[src/rtl/vga_scan_timing_if.sv]
// rtl/vga_scan_timing_if.sv - raster timing bundle between the VGA scan generator and its consumers
interface vga_scan_timing_if;
    logic        pix_en;
    logic [12:0] o_col;
    logic [12:0] o_row;
    logic        o_active;
    logic        o_frame_start;
    logic [15:0] o_frame_count;
    logic        VGA_HS;
    logic        VGA_VS;
    logic        VGA_BLANK_N;
    logic        VGA_SYNC_N;
`ifdef VGA_SCAN_TEST_PATTERN_EN
    logic [7:0]  pat_R;
    logic [7:0]  pat_G;
    logic [7:0]  pat_B;

    modport master (
        input  pix_en,
        output o_col, o_row, o_active, o_frame_start, o_frame_count,
        output VGA_HS, VGA_VS, VGA_BLANK_N, VGA_SYNC_N,
        output pat_R, pat_G, pat_B
    );
    modport slave (
        output pix_en,
        input  o_col, o_row, o_active, o_frame_start, o_frame_count,
        input  VGA_HS, VGA_VS, VGA_BLANK_N, VGA_SYNC_N,
        input  pat_R, pat_G, pat_B
    );
`else
    modport master (
        input  pix_en,
        output o_col, o_row, o_active, o_frame_start, o_frame_count,
        output VGA_HS, VGA_VS, VGA_BLANK_N, VGA_SYNC_N
    );
    modport slave (
        output pix_en,
        input  o_col, o_row, o_active, o_frame_start, o_frame_count,
        input  VGA_HS, VGA_VS, VGA_BLANK_N, VGA_SYNC_N
    );
`endif
endinterface

[src/rtl/vga_scan_timing.sv]
// rtl/vga_scan_timing.sv - 640x480@60 raster counters, sync decode and delay line (VGA_SCAN_TEST_PATTERN_EN adds colour bars)
module vga_scan_timing #(
    parameter int H_ACTIVE = 640,
    parameter int H_FP     = 16,
    parameter int H_SYNC   = 96,
    parameter int H_BP     = 48,
    parameter int V_ACTIVE = 480,
    parameter int V_FP     = 10,
    parameter int V_SYNC   = 2,
    parameter int V_BP     = 33,
    parameter int PIPE_DLY = 2
) (
    input  logic              clk,
    input  logic              reset_n,
    vga_scan_timing_if.master vga
);
    localparam int H_TOTAL = H_ACTIVE + H_FP + H_SYNC + H_BP;
    localparam int V_TOTAL = V_ACTIVE + V_FP + V_SYNC + V_BP;

    localparam logic [12:0] H_LAST = 13'(H_TOTAL - 1);
    localparam logic [12:0] V_LAST = 13'(V_TOTAL - 1);
    localparam logic [12:0] H_ACT  = 13'(H_ACTIVE);
    localparam logic [12:0] V_ACT  = 13'(V_ACTIVE);
    localparam logic [12:0] HS_BEG = 13'(H_ACTIVE + H_FP);
    localparam logic [12:0] HS_END = 13'(H_ACTIVE + H_FP + H_SYNC - 1);
    localparam logic [12:0] VS_BEG = 13'(V_ACTIVE + V_FP);
    localparam logic [12:0] VS_END = 13'(V_ACTIVE + V_FP + V_SYNC - 1);

    logic [12:0] col_q, col_d;
    logic [12:0] row_q, row_d;
    logic [15:0] fcnt_q, fcnt_d;
    logic        fstart_q, fstart_d;
    logic        line_end, frame_end;
    logic        active, hs_n, vs_n;

    always_comb begin
        col_d     = col_q;
        row_d     = row_q;
        fcnt_d    = fcnt_q;
        fstart_d  = 1'b0;
        line_end  = (col_q == H_LAST);
        frame_end = line_end && (row_q == V_LAST);
        if (vga.pix_en) begin
            col_d = line_end ? 13'd0 : col_q + 13'd1;
            if (line_end) begin
                row_d = frame_end ? 13'd0 : row_q + 13'd1;
            end
            if (frame_end) begin
                fcnt_d   = fcnt_q + 16'd1;
                fstart_d = 1'b1;
            end
        end
    end

    always_ff @(posedge clk) begin
        if (!reset_n) begin
            col_q    <= 13'd0;
            row_q    <= 13'd0;
            fcnt_q   <= 16'd0;
            fstart_q <= 1'b0;
        end else begin
            col_q    <= col_d;
            row_q    <= row_d;
            fcnt_q   <= fcnt_d;
            fstart_q <= fstart_d;
        end
    end

    assign active = (col_q < H_ACT) && (row_q < V_ACT);
    assign hs_n   = !((col_q >= HS_BEG) && (col_q <= HS_END));
    assign vs_n   = !((row_q >= VS_BEG) && (row_q <= VS_END));

    assign vga.o_col         = col_q;
    assign vga.o_row         = row_q;
    assign vga.o_active      = active;
    assign vga.o_frame_start = fstart_q;
    assign vga.o_frame_count = fcnt_q;
    assign vga.VGA_SYNC_N    = 1'b0;

    // Sync/blank trail the counters by PIPE_DLY enabled pixels so RGB stages of equal depth line up
    generate
        if (PIPE_DLY == 0) begin : g_nodly
            assign vga.VGA_HS      = hs_n;
            assign vga.VGA_VS      = vs_n;
            assign vga.VGA_BLANK_N = active;
        end else begin : g_dly
            logic [PIPE_DLY-1:0] hs_q, vs_q, bl_q;

            always_ff @(posedge clk) begin
                if (!reset_n) begin
                    hs_q <= '1;
                    vs_q <= '1;
                    bl_q <= '0;
                end else if (vga.pix_en) begin
                    hs_q <= (hs_q << 1) | PIPE_DLY'(hs_n);
                    vs_q <= (vs_q << 1) | PIPE_DLY'(vs_n);
                    bl_q <= (bl_q << 1) | PIPE_DLY'(active);
                end
            end

            assign vga.VGA_HS      = hs_q[PIPE_DLY-1];
            assign vga.VGA_VS      = vs_q[PIPE_DLY-1];
            assign vga.VGA_BLANK_N = bl_q[PIPE_DLY-1];
        end
    endgenerate

`ifdef VGA_SCAN_TEST_PATTERN_EN
    localparam logic [12:0] BAR_W = 13'(H_ACTIVE / 8);

    logic [2:0] bar_idx;

    // Bar index bits pick R,G,B so the eight bars walk through every primary/secondary colour
    assign bar_idx   = 3'(col_q / BAR_W);
    assign vga.pat_R = (active && bar_idx[2]) ? 8'hFF : 8'h00;
    assign vga.pat_G = (active && bar_idx[1]) ? 8'hFF : 8'h00;
    assign vga.pat_B = (active && bar_idx[0]) ? 8'hFF : 8'h00;
`endif
endmodule

[src/flat_wrapper.sv]
// flat-port wrapper written by rule: the top's interface ports become plain ports
module vga_scan_timing_flat 
#(
    parameter int H_ACTIVE = 640,
    parameter int H_FP     = 16,
    parameter int H_SYNC   = 96,
    parameter int H_BP     = 48,
    parameter int V_ACTIVE = 480,
    parameter int V_FP     = 10,
    parameter int V_SYNC   = 2,
    parameter int V_BP     = 33,
    parameter int PIPE_DLY = 2
)
  (clk, reset_n, vga_pix_en, vga_o_col, vga_o_row, vga_o_active, vga_o_frame_start, vga_o_frame_count, vga_VGA_HS, vga_VGA_VS, vga_VGA_BLANK_N, vga_VGA_SYNC_N);
  vga_scan_timing_if vga_i ();
  input  logic clk;
  input  logic reset_n;
  input wire logic [$bits(vga_i.pix_en)-1:0] vga_pix_en;
  output wire logic [$bits(vga_i.o_col)-1:0] vga_o_col;
  output wire logic [$bits(vga_i.o_row)-1:0] vga_o_row;
  output wire logic [$bits(vga_i.o_active)-1:0] vga_o_active;
  output wire logic [$bits(vga_i.o_frame_start)-1:0] vga_o_frame_start;
  output wire logic [$bits(vga_i.o_frame_count)-1:0] vga_o_frame_count;
  output wire logic [$bits(vga_i.VGA_HS)-1:0] vga_VGA_HS;
  output wire logic [$bits(vga_i.VGA_VS)-1:0] vga_VGA_VS;
  output wire logic [$bits(vga_i.VGA_BLANK_N)-1:0] vga_VGA_BLANK_N;
  output wire logic [$bits(vga_i.VGA_SYNC_N)-1:0] vga_VGA_SYNC_N;
  assign vga_i.pix_en = vga_pix_en;
  assign vga_o_col = vga_i.o_col;
  assign vga_o_row = vga_i.o_row;
  assign vga_o_active = vga_i.o_active;
  assign vga_o_frame_start = vga_i.o_frame_start;
  assign vga_o_frame_count = vga_i.o_frame_count;
  assign vga_VGA_HS = vga_i.VGA_HS;
  assign vga_VGA_VS = vga_i.VGA_VS;
  assign vga_VGA_BLANK_N = vga_i.VGA_BLANK_N;
  assign vga_VGA_SYNC_N = vga_i.VGA_SYNC_N;
  vga_scan_timing #(.H_ACTIVE(H_ACTIVE), .H_FP(H_FP), .H_SYNC(H_SYNC), .H_BP(H_BP), .V_ACTIVE(V_ACTIVE), .V_FP(V_FP), .V_SYNC(V_SYNC), .V_BP(V_BP), .PIPE_DLY(PIPE_DLY)) u_core (.clk(clk), .reset_n(reset_n), .vga(vga_i));
endmodule
[config.mk]
export PLATFORM = sky130hd
export DESIGN_NAME = vga_scan_timing_flat
export DESIGN_NICKNAME = d
export VERILOG_FILES = /design/src/rtl/vga_scan_timing_if.sv /design/src/rtl/vga_scan_timing.sv /design/src/flat_wrapper.sv
export SDC_FILE = /design/constraint.sdc
export NUM_CORES = 1
export LEC_CHECK = 0
export ABC_AREA = 1
export CAP_MARGIN = 40
export CELL_PAD_IN_SITES_DETAIL_PLACEMENT = 0
export CELL_PAD_IN_SITES_GLOBAL_PLACEMENT = 2
export CORE_ASPECT_RATIO = 0.9
export CORE_MARGIN = 2
export CORE_UTILIZATION = 28
export DETAILED_ROUTE_END_ITERATION = 8
export GPL_ROUTABILITY_DRIVEN = 0
export PLACE_DENSITY_LB_ADDON = 0.12
export SLEW_MARGIN = 20
export SYNTH_ARGS = -nofsm -noshare
export SYNTH_HDL_FRONTEND = slang
export SYNTH_SLANG_ARGS = --single-unit
[constraint.sdc]
create_clock -name clk -period 2 [get_ports clk]
set_clock_uncertainty 0.15 [all_clocks]
set_input_delay 0.2 -clock clk [delete_from_list [all_inputs] [get_ports clk]]
set_output_delay 0.2 -clock clk [all_outputs]
set_load 0.005 [all_outputs]
Word level (Yosys, flattened, before mapping)
Index checks and enable logic that the tools add are counted.
{"block": "totals", "inputBits": 3, "reg_bits": 49, "wordCells": 33, "output_inout_bits": 48}
{"block": "classes", "addsub": 3, "n_eq_ne": 2, "muxes": 3, "magnitude_cmp": 6, "reduce_logical": 9, "bitwise_logic": 3}
{"op": "$add 13x1->13 const B", "n": 2}
{"op": "$eq 13x10->1 const B", "n": 2}
{"op": "$mux 13", "n": 2}
{"op": "$add 16x1->16 const B", "n": 1}
{"op": "$ge 13x10->1 const B", "n": 1}
{"op": "$ge 13x9->1 const B", "n": 1}
{"op": "$le 13x10->1 const B", "n": 1}
{"op": "$le 13x9->1 const B", "n": 1}
{"op": "$lt 13x10->1 const B", "n": 1}
{"op": "$lt 13x9->1 const B", "n": 1}
{"op": "$or 2x1->2", "n": 3}
{"op": "$reduce_and 2->1", "n": 3}
{"op": "$logic_and 1x1->1", "n": 4}
{"op": "$logic_not 1->1", "n": 2}
{"op": "$mux 1", "n": 1}

Logic depth before layout (Yosys ltp)
{"block": "depth", "depth_word": 4, "depth_mapped": 11, "ltp_nobuf": 10}

Worst setup path before layout
No wires, ideal clock.
{"block": "synth_timing", "path_type": "register to register", "startpoint": "register u_core.col_q[0], in the netlist u_core.vga.o_col[0]", "endpoint": "register u_core.fcnt_q[2], in the netlist u_core.vga.o_frame_count[2]", "path_buffers": 1, "setup_ns": 0.113, "stages_incl_launch_ff": 10, "synth_period_minus_slack_ns": 1.660, "arrival_time_ns": 1.397, "required_ns": 1.737, "slack_ns": 0.340, "cell_sequence": "dfxtp_1 -> ha_1 -> nand3_1 -> nor2_2 -> nand2_4 -> nor2_8 -> buf_6 -> nand2_2 -> o21ai_1 -> nor2_1"}
{"block": "synth_via", "elab_chain_len": 3}
{"item": "from (decl)", "line": "vga_scan_timing.sv:29", "text": "logic [12:0] col_q, col_d;"}
{"item": "from (signal assigned)", "line": "vga_scan_timing.sv:62", "text": "col_q <= col_d;"}
{"item": "$eq 13x10->1", "line": "vga_scan_timing.sv:41", "text": "line_end = (col_q == H_LAST);"}
{"item": "$logic_and 1x1->1", "line": "vga_scan_timing.sv:42", "text": "frame_end = line_end && (row_q == V_LAST);"}
{"item": "$reduce_and 2->1 (no source line)"}
{"item": "to (signal assigned)", "line": "vga_scan_timing.sv:64", "text": "fcnt_q <= fcnt_d;"}
{"item": "to (decl)", "line": "vga_scan_timing.sv:31", "text": "logic [15:0] fcnt_q, fcnt_d;"}
No other way between the ends.
A chain may end at the register's enable or synchronous reset.

Worst setup path in the final report
{"block": "layout_timing", "startpoint": "register u_core.row_q[11], in the netlist u_core.vga.o_row[11]", "endpoint": "output vga_o_active"}
{"block": "layout_via", "elab_chain_len": 2}
{"item": "from (decl)", "line": "vga_scan_timing.sv:30", "text": "logic [12:0] row_q, row_d;"}
{"item": "from (signal assigned)", "line": "vga_scan_timing.sv:63", "text": "row_q <= row_d;"}
{"item": "$lt 13x9->1", "line": "vga_scan_timing.sv:69", "text": "assign active = (col_q < H_ACT) && (row_q < V_ACT);"}
{"item": "$logic_and 1x1->1", "line": "vga_scan_timing.sv:69"}
{"item": "to (decl)", "line": "flat_wrapper.sv:21", "text": "output wire logic [$bits(vga_i.o_active)-1:0] vga_o_active;"}
No other way between the ends.

==> flow_metrics.py <==
metrics = {
    "yosys": {
        "synth_top_area_share": 0.353,
        "ys.flop_type": "dfxtp_1",
        "synth_common_cells": "nand2_1, nor2_1, inv_1",
        "yosys.area.top_type": "dfxtp_1",
        "syn-num-nets": 447,
        "ys_async_sr_fraction": 0,
        "synth.yosys.seq_area_share": 0.353,
        "synth-edff-count": 0,
        "synth.most_common_cell": "nand2_1",
        "syn-instance-count": 440,
        "avgSynthCellArea_sq_um": 6.32,
        "synth-seq-cells": 49,
        "yosys_warnings": 0,
        "synth_cell_type_count": 31,
        "synthTopCellsByArea": "dfxtp_1, nand2_1, nor2_1",
        "syn_area_sq_um": 2780,
    },
    "die": {
        "core_sq_um": 9660,
        "die_w_microns": 109,
        "rows": 34,
        "fp.dieH_microns": 98.5,
        "io_pins": 51,
        "dieArea_sq_um": 10700,
        "initial_core_util": 0.288,
    },
    "clock_network": {
        "cts_hold_buf": 0,
        "cts_max_path_buffers": 2,
        "ctsHtreeMaxLevel": 2,
        "clk-insertion-delay-late_ns": 0.30,
        "cts-buffers-inserted": 5,
        "clkSlewWorstSetupHoldPaths_ns": 0.09,
        "cts_tree": "built",
        "root_buffer": "clkbuf_8",
        "cts.sinks": 49,
    },
    "hold_path": {
        "hp-start": "u_core.g_dly.vs_q[1]",
        "hold_depth": 2,
        "hold_end": "u_core.g_dly.vs_q[1]",
        "hold_class": "reg -> reg",
    },
    "detailed_routing": {
        "dr.pass1.iters": 4,
        "drt_iter0_drc": 103,
        "ant_nets": 0,
        "num_vias": 2870,
        "post-route-drc-count": 0,
        "routedWlPerCell_microns": 12.5,
        "drt_wl_total_mm": 7.99,
        "vias_per_cell": 4.51,
    },
    "critical_path": {
        "cp_common_cell": "nand2_1",
        "cpPeakStageDelay_ns": 0.33,
        "cp_num_buf_inv": 2,
        "cp_slowest_cell": "dfxtp_1",
        "ff2ff_path_depth": 9,
        "path_cells": "nor2_2, nand2_1, nor3_2, nand2_1, inv_1, dlygate4sd2_1",
        "startpoint_type": "register",
        "cp_num_cells": 6,
        "reg2reg_slack_ns": 0.19,
        "crit_path_end_kind": "output pin",
        "crit_arrival_ns": 1.50,
        "rr_endpoint": "u_core.vga.o_frame_count[13]",
        "crit_required_ns": 1.65,
        "r2r_start": "u_core.vga.o_col[0]",
        "worstPathMaxFanout": 2,
        "critPathTopFamily": "simple AND/OR/NAND/NOR gates",
        "crit_type": "reg -> out",
    },
    "finish": {
        "n_antenna_cell": 0,
        "drive_gt1_frac": 0.131,
        "area_growth_pct": 33.2,
        "final_util": 0.383,
        "nets": 518,
        "final_area_sq_um": 3700,
    },
    "global_routing": {
        "grt_max_degree": 16,
        "grt_pass1_wl_mm": 13.3,
        "grt_overflow": 0,
        "track_usage": 0.156,
        "grt_pass1_vias": 2747,
        "antenna_found_initial": 0,
    },
    "power_and_ir_drop": {
        "report.power.total_mw": 1.69,
        "cellLeakagePower_nw": 1.43,
        "pwr_density_cell_nw_per_um2": 457,
        "switching_share": 0.230,
        "peakVddDrop_mv": 0.252,
        "power_frac_clock": 0.360,
        "p_seq_frac": 0.587,
        "p_sw_uw": 389,
        "internal_power_mw": 1.30,
        "p_comb_frac": 0.053,
    },
    "run": {
        "drv_cap": 0,
    },
    "status": {
        "outcome": "finished clean",
    },
    "timing": {
        "timing.fmax_mhz": 541,
        "rsz0062_at_grt": "no",
        "finalCriticalPeriod_ns": 1.85,
        "tns_ns": 0,
        "drv_slew": 0,
        "finalHoldViolations": 0,
        "setup_viol": 0,
        "fin_crit_sh": 0.925,
    },
    "placement": {
        "place_hpwl_mm": 6.11,
        "placed_cell_area_sq_um": 3530,
        "place.port_buffers": 49,
    },
}
-- tightest hold or removal path, delay by kind of cell (launching register included) --
family	cells	cell delay (ns)
flops	1	0.34
simple gates	2	0.10
-- sequential cells by signal, indices dropped and copies added (netlist names) --
register / flops
u_core.vga.o_frame_start: 1
u_core.vga.o_frame_count: 16
u_core.g_dly.hs_q: 2
u_core.g_dly.vs_q: 2
u_core.vga.o_col: 13
u_core.vga.o_row: 13
u_core.g_dly.bl_q: 2
-- through the flow --
stage | setup WS (ns) | instances | hold slack (ns)
floorplan | 0.340 | 440 | 0.173
global placement | 0.00172 | 627 | 0.298
detailed placement | 0.0246 | 627 | 0.299
CTS | 0.0909 | 636 | 0.326
global route | 0.0160 | 637 | 0.350
finish | 0.150 | 637 | 0.320
-- routing by layer --
layer | vias up | GRT usage | share of wire
met1 | 1298 | 0.227 | 0.52
met4 | 0 | 0.0345 | 0.0090
li1 | 1521 | - | -
met2 | 47 | 0.238 | 0.43
met3 | 4 | 0.0271 | 0.037
met5 | - | 0 | 0
-- cell usage in the layout, fill, tap and decap left out, drive strengths merged, types with 2 or more instances in the layout --
master         instances
clkdlybuf4s50         48
clkbuf                 7
ha                     4
inv                   52
a31oi                  2
nand3                 32
o21ai                 12
nor3                  13
nand2                133
buf                   25
nor3b                  2
a21oi                 24
dfxtp                 49
nand4                  8
xor2                  11
nor2                  82
-- layout make-up --
class	count	area, sq um
Clock buffer	7	86.3
Sequential cell	49	983
Timing Repair Buffer	74	677
Inverter	54	208
Multi-Input combinational cell	327	1590
Fill cell	1046	5960
Tap cell	126	158
-- what timing repair did --
item / CTS / global route
setup buffers: 2 / 0
hold endpoints to repair: 0 / 0
setup endpoints to repair: 1 / 29
pin swaps: 4 / 1
resized for setup: 8 / 10
cloned: 0 / 1
-- how the worst max path moves through the flow --
stage / start / to
2_1_floorplan: u_core.vga.o_col[0] / u_core.vga.o_frame_count[2]
3_3_place_gp: u_core.vga.o_row[10] / vga_o_active
3_5_place_dp: u_core.vga.o_row[10] / vga_o_active
4_1_cts: u_core.vga.o_col[0] / u_core.vga.o_row[0]
5_1_grt: u_core.vga.o_col[0] / u_core.vga.o_frame_count[13]
6_report: u_core.vga.o_row[11] / vga_o_active
-- power groups by stage --
stage          clock network [mW]  logic [mW]  registers (mW)
6_report                    0.608      0.0900           0.992
5_1_grt                     0.672       0.101           0.994
4_1_cts                     0.639      0.0893           0.992
3_5_place_dp                    0      0.0887            1.01
3_3_place_gp                    0      0.0896            1.02
2_1_floorplan                   0      0.0436            1.02
-- kinds of logic after synthesis --
logic type | count (synthesis) | share of synthesized area
AND/OR/NAND/NOR | 270 | 0.421
buffers and inverters | 65 | 0.0968
flip-flops | 49 | 0.353
AO/OA/AOI/OAI | 40 | 0.0747
XOR/XNOR | 11 | 0.0347
adder cells (fa/ha/maj) | 4 | 0.0180
other | 1 | 0.00135
(Power assumes the default switching activity.)
